File: config.mk
export PLATFORM = sky130hd
export DESIGN_NAME = sync_fifo_flags_flat
export DESIGN_NICKNAME = d
export VERILOG_FILES = /design/src/rtl/sync_fifo_flags_pkg.sv /design/src/rtl/sync_fifo_flags_if.sv /design/src/rtl/sync_fifo_flags_mem.sv /design/src/rtl/sync_fifo_flags.sv /design/src/flat_wrapper.sv
export SDC_FILE = /design/constraint.sdc
export NUM_CORES = 1
export LEC_CHECK = 0
export ABC_AREA = 1
export ABC_CLOCK_PERIOD_IN_PS = 2850
export CAP_MARGIN = 20
export CORE_UTILIZATION = 44
export CTS_CLUSTER_SIZE = 16
export DETAILED_ROUTE_END_ITERATION = 10
export HOLD_SLACK_MARGIN = 0.02
export PLACE_DENSITY = 0.77
export SYNTH_ARGS = -nofsm -noshare
export SYNTH_HDL_FRONTEND = slang
export SYNTH_SLANG_ARGS = --single-unit
File: constraint.sdc
create_clock -name clk -period 2.85 [get_ports clk]
set_clock_uncertainty 0.2 [all_clocks]
set_input_delay 0.4275 -clock clk [delete_from_list [all_inputs] [get_ports clk]]
set_output_delay 0.4275 -clock clk [all_outputs]
set_load 0.03 [all_outputs]
File: src/rtl/sync_fifo_flags_pkg.sv
// Shared constants and read-mode enum for the synchronous FIFO with status flags.
package fifo_pkg;

    localparam int DATA_WIDTH_DEF = 32;
    localparam int ADDR_WIDTH_DEF = 2;

    typedef enum logic {
        FIFO_STD  = 1'b0,
        FIFO_FWFT = 1'b1
    } fifo_mode_e;

endpackage

File: src/rtl/sync_fifo_flags_if.sv
// Handshake/status bundle between a FIFO user (master) and the FIFO (slave).
interface sync_fifo_flags_if import fifo_pkg::*; #(
    parameter int DATA_WIDTH = DATA_WIDTH_DEF,
    parameter int ADDR_WIDTH = ADDR_WIDTH_DEF
);
    logic                  flush;
    logic                  winc;
    logic [DATA_WIDTH-1:0] wdata;
    logic                  rinc;
    logic [DATA_WIDTH-1:0] rdata;
    logic                  wfull;
    logic                  rempty;
    logic                  almost_full;
    logic                  almost_empty;
    logic [ADDR_WIDTH:0]   count;
    logic                  overflow;
    logic                  underflow;

    modport master (
        output flush, winc, wdata, rinc,
        input  rdata, wfull, rempty, almost_full, almost_empty, count, overflow, underflow
    );

    modport slave (
        input  flush, winc, wdata, rinc,
        output rdata, wfull, rempty, almost_full, almost_empty, count, overflow, underflow
    );
endinterface

File: src/rtl/sync_fifo_flags_mem.sv
// FIFO storage: one synchronous write port, one asynchronous read port, no reset.
module fifo_mem import fifo_pkg::*; #(
    parameter int DATA_WIDTH = DATA_WIDTH_DEF,
    parameter int ADDR_WIDTH = ADDR_WIDTH_DEF
) (
    input  logic                  clk,
    input  logic                  we,
    input  logic [ADDR_WIDTH-1:0] waddr,
    input  logic [DATA_WIDTH-1:0] wdata,
    input  logic [ADDR_WIDTH-1:0] raddr,
    output logic [DATA_WIDTH-1:0] rdata
);
    logic [DATA_WIDTH-1:0] mem_q [2**ADDR_WIDTH];

    // Storage write port
    always_ff @(posedge clk) begin
        if (we) begin
            mem_q[waddr] <= wdata;
        end
    end

    assign rdata = mem_q[raddr];
endmodule

File: src/rtl/sync_fifo_flags.sv
// Synchronous FIFO: binary pointers, registered count, threshold flags, sticky
// overflow/underflow, selectable registered or first-word-fall-through read.
module sync_fifo_flags import fifo_pkg::*; #(
    parameter int DATA_WIDTH    = DATA_WIDTH_DEF,
    parameter int ADDR_WIDTH    = ADDR_WIDTH_DEF,
    parameter int AFULL_THRESH  = (2**ADDR_WIDTH) - 1,
    parameter int AEMPTY_THRESH = 1,
    parameter bit FWFT          = 1'b0
) (
    input  logic              clk,
    input  logic              rst,
    sync_fifo_flags_if.slave  bus
);
    localparam fifo_mode_e          MODE     = FWFT ? FIFO_FWFT : FIFO_STD;
    localparam logic [ADDR_WIDTH:0] AFULL_C  = (ADDR_WIDTH+1)'(AFULL_THRESH);
    localparam logic [ADDR_WIDTH:0] AEMPTY_C = (ADDR_WIDTH+1)'(AEMPTY_THRESH);
    localparam logic [ADDR_WIDTH:0] ONE_C    = (ADDR_WIDTH+1)'(1);

    logic [ADDR_WIDTH:0]   wptr_q, wptr_d, rptr_q, rptr_d, count_q, count_d;
    logic                  overflow_q, overflow_d, underflow_q, underflow_d;
    logic                  wfull_s, rempty_s, wr_acc_s, rd_acc_s, mem_we_s;
    logic [DATA_WIDTH-1:0] mem_rdata_s;

    // Flag decode from registered state only
    always_comb begin
        wfull_s  = (wptr_q[ADDR_WIDTH] != rptr_q[ADDR_WIDTH]) &&
                   (wptr_q[ADDR_WIDTH-1:0] == rptr_q[ADDR_WIDTH-1:0]);
        rempty_s = (wptr_q == rptr_q);
    end

    // Next-state: accept/reject decisions, pointers, occupancy, sticky errors
    always_comb begin
        wr_acc_s    = bus.winc & ~wfull_s & ~bus.flush;
        rd_acc_s    = bus.rinc & ~rempty_s & ~bus.flush;
        mem_we_s    = wr_acc_s;
        wptr_d      = wr_acc_s ? (wptr_q + ONE_C) : wptr_q;
        rptr_d      = rd_acc_s ? (rptr_q + ONE_C) : rptr_q;
        overflow_d  = overflow_q  | (bus.winc & wfull_s);
        underflow_d = underflow_q | (bus.rinc & rempty_s);
        case ({wr_acc_s, rd_acc_s})
            2'b10:   count_d = count_q + ONE_C;
            2'b01:   count_d = count_q - ONE_C;
            default: count_d = count_q;
        endcase
        if (bus.flush) begin
            wptr_d      = '0;
            rptr_d      = '0;
            count_d     = '0;
            overflow_d  = 1'b0;
            underflow_d = 1'b0;
        end else begin
            count_d     = count_d;
        end
    end

    // Pointer, count and sticky-error registers
    always_ff @(posedge clk or posedge rst) begin
        if (rst) begin
            wptr_q      <= '0;
            rptr_q      <= '0;
            count_q     <= '0;
            overflow_q  <= 1'b0;
            underflow_q <= 1'b0;
        end else begin
            wptr_q      <= wptr_d;
            rptr_q      <= rptr_d;
            count_q     <= count_d;
            overflow_q  <= overflow_d;
            underflow_q <= underflow_d;
        end
    end

    fifo_mem #(
        .DATA_WIDTH (DATA_WIDTH),
        .ADDR_WIDTH (ADDR_WIDTH)
    ) u_mem (
        .clk   (clk),
        .we    (mem_we_s),
        .waddr (wptr_q[ADDR_WIDTH-1:0]),
        .wdata (bus.wdata),
        .raddr (rptr_q[ADDR_WIDTH-1:0]),
        .rdata (mem_rdata_s)
    );

    generate
        if (MODE == FIFO_STD) begin : g_std
            logic [DATA_WIDTH-1:0] rdata_q, rdata_d;

            // Read register loads only on an accepted read, holds otherwise
            always_comb begin
                if (rd_acc_s) begin
                    rdata_d = mem_rdata_s;
                end else begin
                    rdata_d = rdata_q;
                end
            end

            // Registered read data
            always_ff @(posedge clk or posedge rst) begin
                if (rst) begin
                    rdata_q <= '0;
                end else begin
                    rdata_q <= rdata_d;
                end
            end

            assign bus.rdata = rdata_q;
        end else begin : g_fwft
            assign bus.rdata = mem_rdata_s;
        end
    endgenerate

    assign bus.wfull        = wfull_s;
    assign bus.rempty       = rempty_s;
    assign bus.almost_full  = (count_q >= AFULL_C);
    assign bus.almost_empty = (count_q <= AEMPTY_C);
    assign bus.count        = count_q;
    assign bus.overflow     = overflow_q;
    assign bus.underflow    = underflow_q;
endmodule

File: src/flat_wrapper.sv
// flat-port wrapper written by rule: the top's interface ports become plain ports
module sync_fifo_flags_flat import fifo_pkg::*;
#(
    parameter int DATA_WIDTH    = DATA_WIDTH_DEF,
    parameter int ADDR_WIDTH    = ADDR_WIDTH_DEF,
    parameter int AFULL_THRESH  = (2**ADDR_WIDTH) - 1,
    parameter int AEMPTY_THRESH = 1,
    parameter bit FWFT          = 1'b0
)
  (clk, rst, bus_flush, bus_winc, bus_wdata, bus_rinc, bus_rdata, bus_wfull, bus_rempty, bus_almost_full, bus_almost_empty, bus_count, bus_overflow, bus_underflow);
  sync_fifo_flags_if #(.DATA_WIDTH(DATA_WIDTH), .ADDR_WIDTH(ADDR_WIDTH)) bus_i ();
  input  logic clk;
  input  logic rst;
  input wire logic [$bits(bus_i.flush)-1:0] bus_flush;
  input wire logic [$bits(bus_i.winc)-1:0] bus_winc;
  input wire logic [$bits(bus_i.wdata)-1:0] bus_wdata;
  input wire logic [$bits(bus_i.rinc)-1:0] bus_rinc;
  output wire logic [$bits(bus_i.rdata)-1:0] bus_rdata;
  output wire logic [$bits(bus_i.wfull)-1:0] bus_wfull;
  output wire logic [$bits(bus_i.rempty)-1:0] bus_rempty;
  output wire logic [$bits(bus_i.almost_full)-1:0] bus_almost_full;
  output wire logic [$bits(bus_i.almost_empty)-1:0] bus_almost_empty;
  output wire logic [$bits(bus_i.count)-1:0] bus_count;
  output wire logic [$bits(bus_i.overflow)-1:0] bus_overflow;
  output wire logic [$bits(bus_i.underflow)-1:0] bus_underflow;
  assign bus_i.flush = bus_flush;
  assign bus_i.winc = bus_winc;
  assign bus_i.wdata = bus_wdata;
  assign bus_i.rinc = bus_rinc;
  assign bus_rdata = bus_i.rdata;
  assign bus_wfull = bus_i.wfull;
  assign bus_rempty = bus_i.rempty;
  assign bus_almost_full = bus_i.almost_full;
  assign bus_almost_empty = bus_i.almost_empty;
  assign bus_count = bus_i.count;
  assign bus_overflow = bus_i.overflow;
  assign bus_underflow = bus_i.underflow;
  sync_fifo_flags #(.DATA_WIDTH(DATA_WIDTH), .ADDR_WIDTH(ADDR_WIDTH), .AFULL_THRESH(AFULL_THRESH), .AEMPTY_THRESH(AEMPTY_THRESH), .FWFT(FWFT)) u_core (.clk(clk), .rst(rst), .bus(bus_i));
endmodule
==> impl_metrics.csv <==
group,metric,value,unit
cells_and_area,n_antenna_cell,0,
clock_tree,path_clk_slew,0.06,ns
die,rows,44,
global_routing,antenna_found_initial,0,
critical_path,criticalPathCategory,"flop to output pin",
synth,synth_mux_area_share,0,%
synth,synth_xor_area_share,0.131,%
detailed_routing,drt_iter0_markers,432,
critical_path,end_kind,"output pin",
cells_and_area,layout.cells.non_filler,829,
power,p_int,4960,uW
cells_and_area,register_area,4920,um2
global_routing,grt.total_usage,19.1,%
synth,synth_top_family_by_area,"simple AND/OR/NAND/NOR gates",
synth,syn-num-nets,591,
cells_and_area,fill_cells,1134,
detailed_routing,drc,6,
clock_tree,post-cts-setup-buffers,0,
synth,ys_top_cells_by_area,"edfxtp_1 57%, dfrtp_1 16%, nand2_1 6.7%, o21ai_0 5.3%, nor2_1 4.0%",
synth,synth_simple_gate_area_share,13.2,%
global_routing,grt_pass1_vias,4558,
sta,finalSetupViolCount,0,
outcome,violations,"design-rule violations",
clock_tree,cts_root_buffer,"clkbuf_16",
power,p_sw_share,32.1,%
critical_path,startpoint,"u_core.rptr_q[1]",
die,dieArea,15700,um2
placement,detailed_place_hpwl,8590,um
synth,syn_area_per_cell,12.3,um2
synth,synth_compound_area_share,8.82,%
placement,dp_cells,797,
critical_path,startpoint_type,"flop",
placement,gp_congestion,0.823,
synth,synth_cells,545,
synth,ys_types,21,
hold_path,hold_path.class,"flop to flop",
die,die_h,125,um
placement,placed_cell_area,7790,um2
outcome,status,"finished, violations left",
synth,synthDominantCellAreaShare,57.5,%
critical_path,worstPathMaxFanout,14,
critical_path,cp_data_arrival_time,2.08,ns
clock_tree,clkSinkCount,171,
hold_path,worstHoldStart,"u_core.bus.rdata[2]",
power,power_density,874,nW/um2
sta,fin_crit_sh,95.1,%
clock_tree,numCtsBuffers,17,
detailed_routing,wl_per_cell,16.9,um
die,chipWidth,125,um
synth,synth_most_common_cell,"edfxtp_1",
sta,final-hold-violation-count,0,
clock_tree,cts_tree,"built",
die,ios,78,
critical_path,reg2reg_from,"u_core.rptr_q[1]",
global_routing,grt_max_degree,67,
clock_tree,max-clock-path-buffers,2,
synth,ys_top_cells_by_count,"128 x edfxtp_1, 120 x nand2_1, 72 x nor2_1",
cells_and_area,fin_nets,678,
sta,finalCriticalPeriod,2.71,ns
global_routing,gr-total-overflow,0,
detailed_routing,drt-total-wl,14000,um
cells_and_area,layout-drive-gt1-share,10.7,%
cells_and_area,multi_input_area,1620,um2
synth,synth_seq_cells,171,
sta,report.final.slew_viol_count,0,
detailed_routing,first_pass_iters,8,
placement,port_buffers,77,
synth,synth_fa_ha_area_share,1.68,%
global_routing,grt_pass1_wl,22900,um
detailed_routing,drtAntennaViolNets,0,
clock_tree,clk-insertion-delay-late,0.43,ns
flow_run,max_cap_viol_count,0,
synth,synth_area,6690,um2
power,irDropWorstVdd,0.000587,V
cells_and_area,design_area,8350,um2
synth,ys.warnings.count,0,
clock_tree,ctsHoldBuffers,0,
power,p_switching,2340,uW
detailed_routing,vias,4394,
power,leakagePower,0.00320,uW
cells_and_area,area_delta_synth_final,24.9,%
clock_tree,post_cts_resized,0,
die,start_util,45.5,%
synth,ys_async_sr_fraction,25.1,%
clock_tree,htreeDepth,4,
sta,worstMarginPinSlew,0.794,ns
synth,synth-edff-count,128,
detailed_routing,viasPerCell,5.30,
power,power_frac_seq,43.2,%
synth,synth.largest_area_cell,"edfxtp_1",
critical_path,r2r_slack,0.64,ns
power,pwr-share-clk,30.0,%
power,power_frac_comb,26.9,%
sta,maxSlewHeadroom,47.0,%
sta,fmax,0.369,GHz
sta,rsz0062_at_grt,"false",
die,coreArea,14700,um2
critical_path,cp.required,2.22,ns
synth,yosys_most_used_dff,"edfxtp_1",
synth,yosysSeqAreaShare,73.6,%
==> state kept, by name (all words and copies together) (netlist names) <==
name                  flops
u_core.bus.count          3
u_core.bus.overflow       1
u_core.bus.rdata         32
u_core.bus.underflow      1
u_core.rptr_q             3
u_core.u_mem.mem_q      128
u_core.wptr_q             3
==> cell usage in the layout (no fill, tap or decap), drive strengths merged <==
cell type | netlist | final
edfxtp | 128 | 128
nand2 | 126 | 126
clkdlybuf4s50 | 0 | 77
nor2 | 73 | 73
o21ai | 71 | 71
dfrtp | 43 | 43
o22ai | 32 | 32
inv | 17 | 23
clkbuf | 18 | 17
buf | 8 | 17
nand3 | 12 | 12
ha | 9 | 9
a21oi | 6 | 6
clkinv | 0 | 5
clkinvlp | 0 | 3
nand3b | 1 | 1
xor2 | 1 | 1
bufinv | 0 | 1
==> per-stage QoR <==
| stage | util, % | worst slack (ns) | setup TNS, ns | power [uW] | hold WS [ns] |
|---|---|---|---|---|---|
| after floorplan | - | -0.106 | -10.15 | 4340 | 0.294 |
| after global placement | 53.0 | 0.400 | 0 | 5110 | 0.262 |
| after detailed placement | 53.0 | 0.365 | 0 | 5160 | 0.267 |
| after CTS | 56.8 | 0.129 | 0 | 7340 | 0.286 |
| after global routing | 56.8 | 0.0363 | 0 | 7620 | 0.298 |
| final | 56.8 | 0.140 | 0 | 7300 | 0.280 |
==> area by class of cell <==
type | instances | area share, %
sequential | 171 | 58.9
inverter | 17 | 0.764
tap | 184 | 2.76
multi-input combinational | 331 | 19.4
timing repair buffer | 94 | 11.4
clock inverter | 15 | 1.66
clock buffer | 17 | 5.09
==> power by group through the flow <==
stage | Clock, uW | Sequential (uW) | Combinational [uW]
finish | 2190 | 3150 | 1960
global route | 2330 | 3190 | 2110
CTS | 2210 | 3150 | 1970
detailed placement | 0 | 3200 | 1950
global placement | 0 | 3190 | 1920
floorplan | 0 | 3650 | 690
==> worst paths after layout <==
path,cells past startpoint,to
max in group asynchronous,3,u_core.bus.rdata[25]
worst max register to register,7,u_core.u_mem.mem_q[1][19]
worst min-delay path,2,u_core.bus.rdata[2]
worst max-delay path,6,bus_wfull
worst min register to register,2,u_core.bus.rdata[2]
min in group asynchronous,2,u_core.bus.rdata[11]
==> routing by layer <==
| metal | up-vias | track usage [%] | share of wire (%) |
|---|---|---|---|
| met2 | 139 | 32.0 | 49 |
| met4 | 0 | 7.75 | 1.9 |
| li1 | 2083 | - | - |
| met3 | 24 | 4.75 | 5.5 |
| met1 | 2148 | 23.8 | 43 |
| met5 | - | 0 | 0 |
==> logic make-up after synthesis <==
kind of cell / after synthesis
buf+inv: 43
compound gates: 109
xor+xnor: 1
flops: 171
fa+ha+maj: 9
simple gates: 212
==> worst max-delay path: stages (launching register included) <==
cell and delay (ns):
dfrtp_1 0.38, buf_4 0.22, nand2_1 0.08, nand2_2 0.11
nand3_2 0.11, inv_1 0.09, clkdlybuf4s50_1 0.67
(Power assumes the default switching activity.)
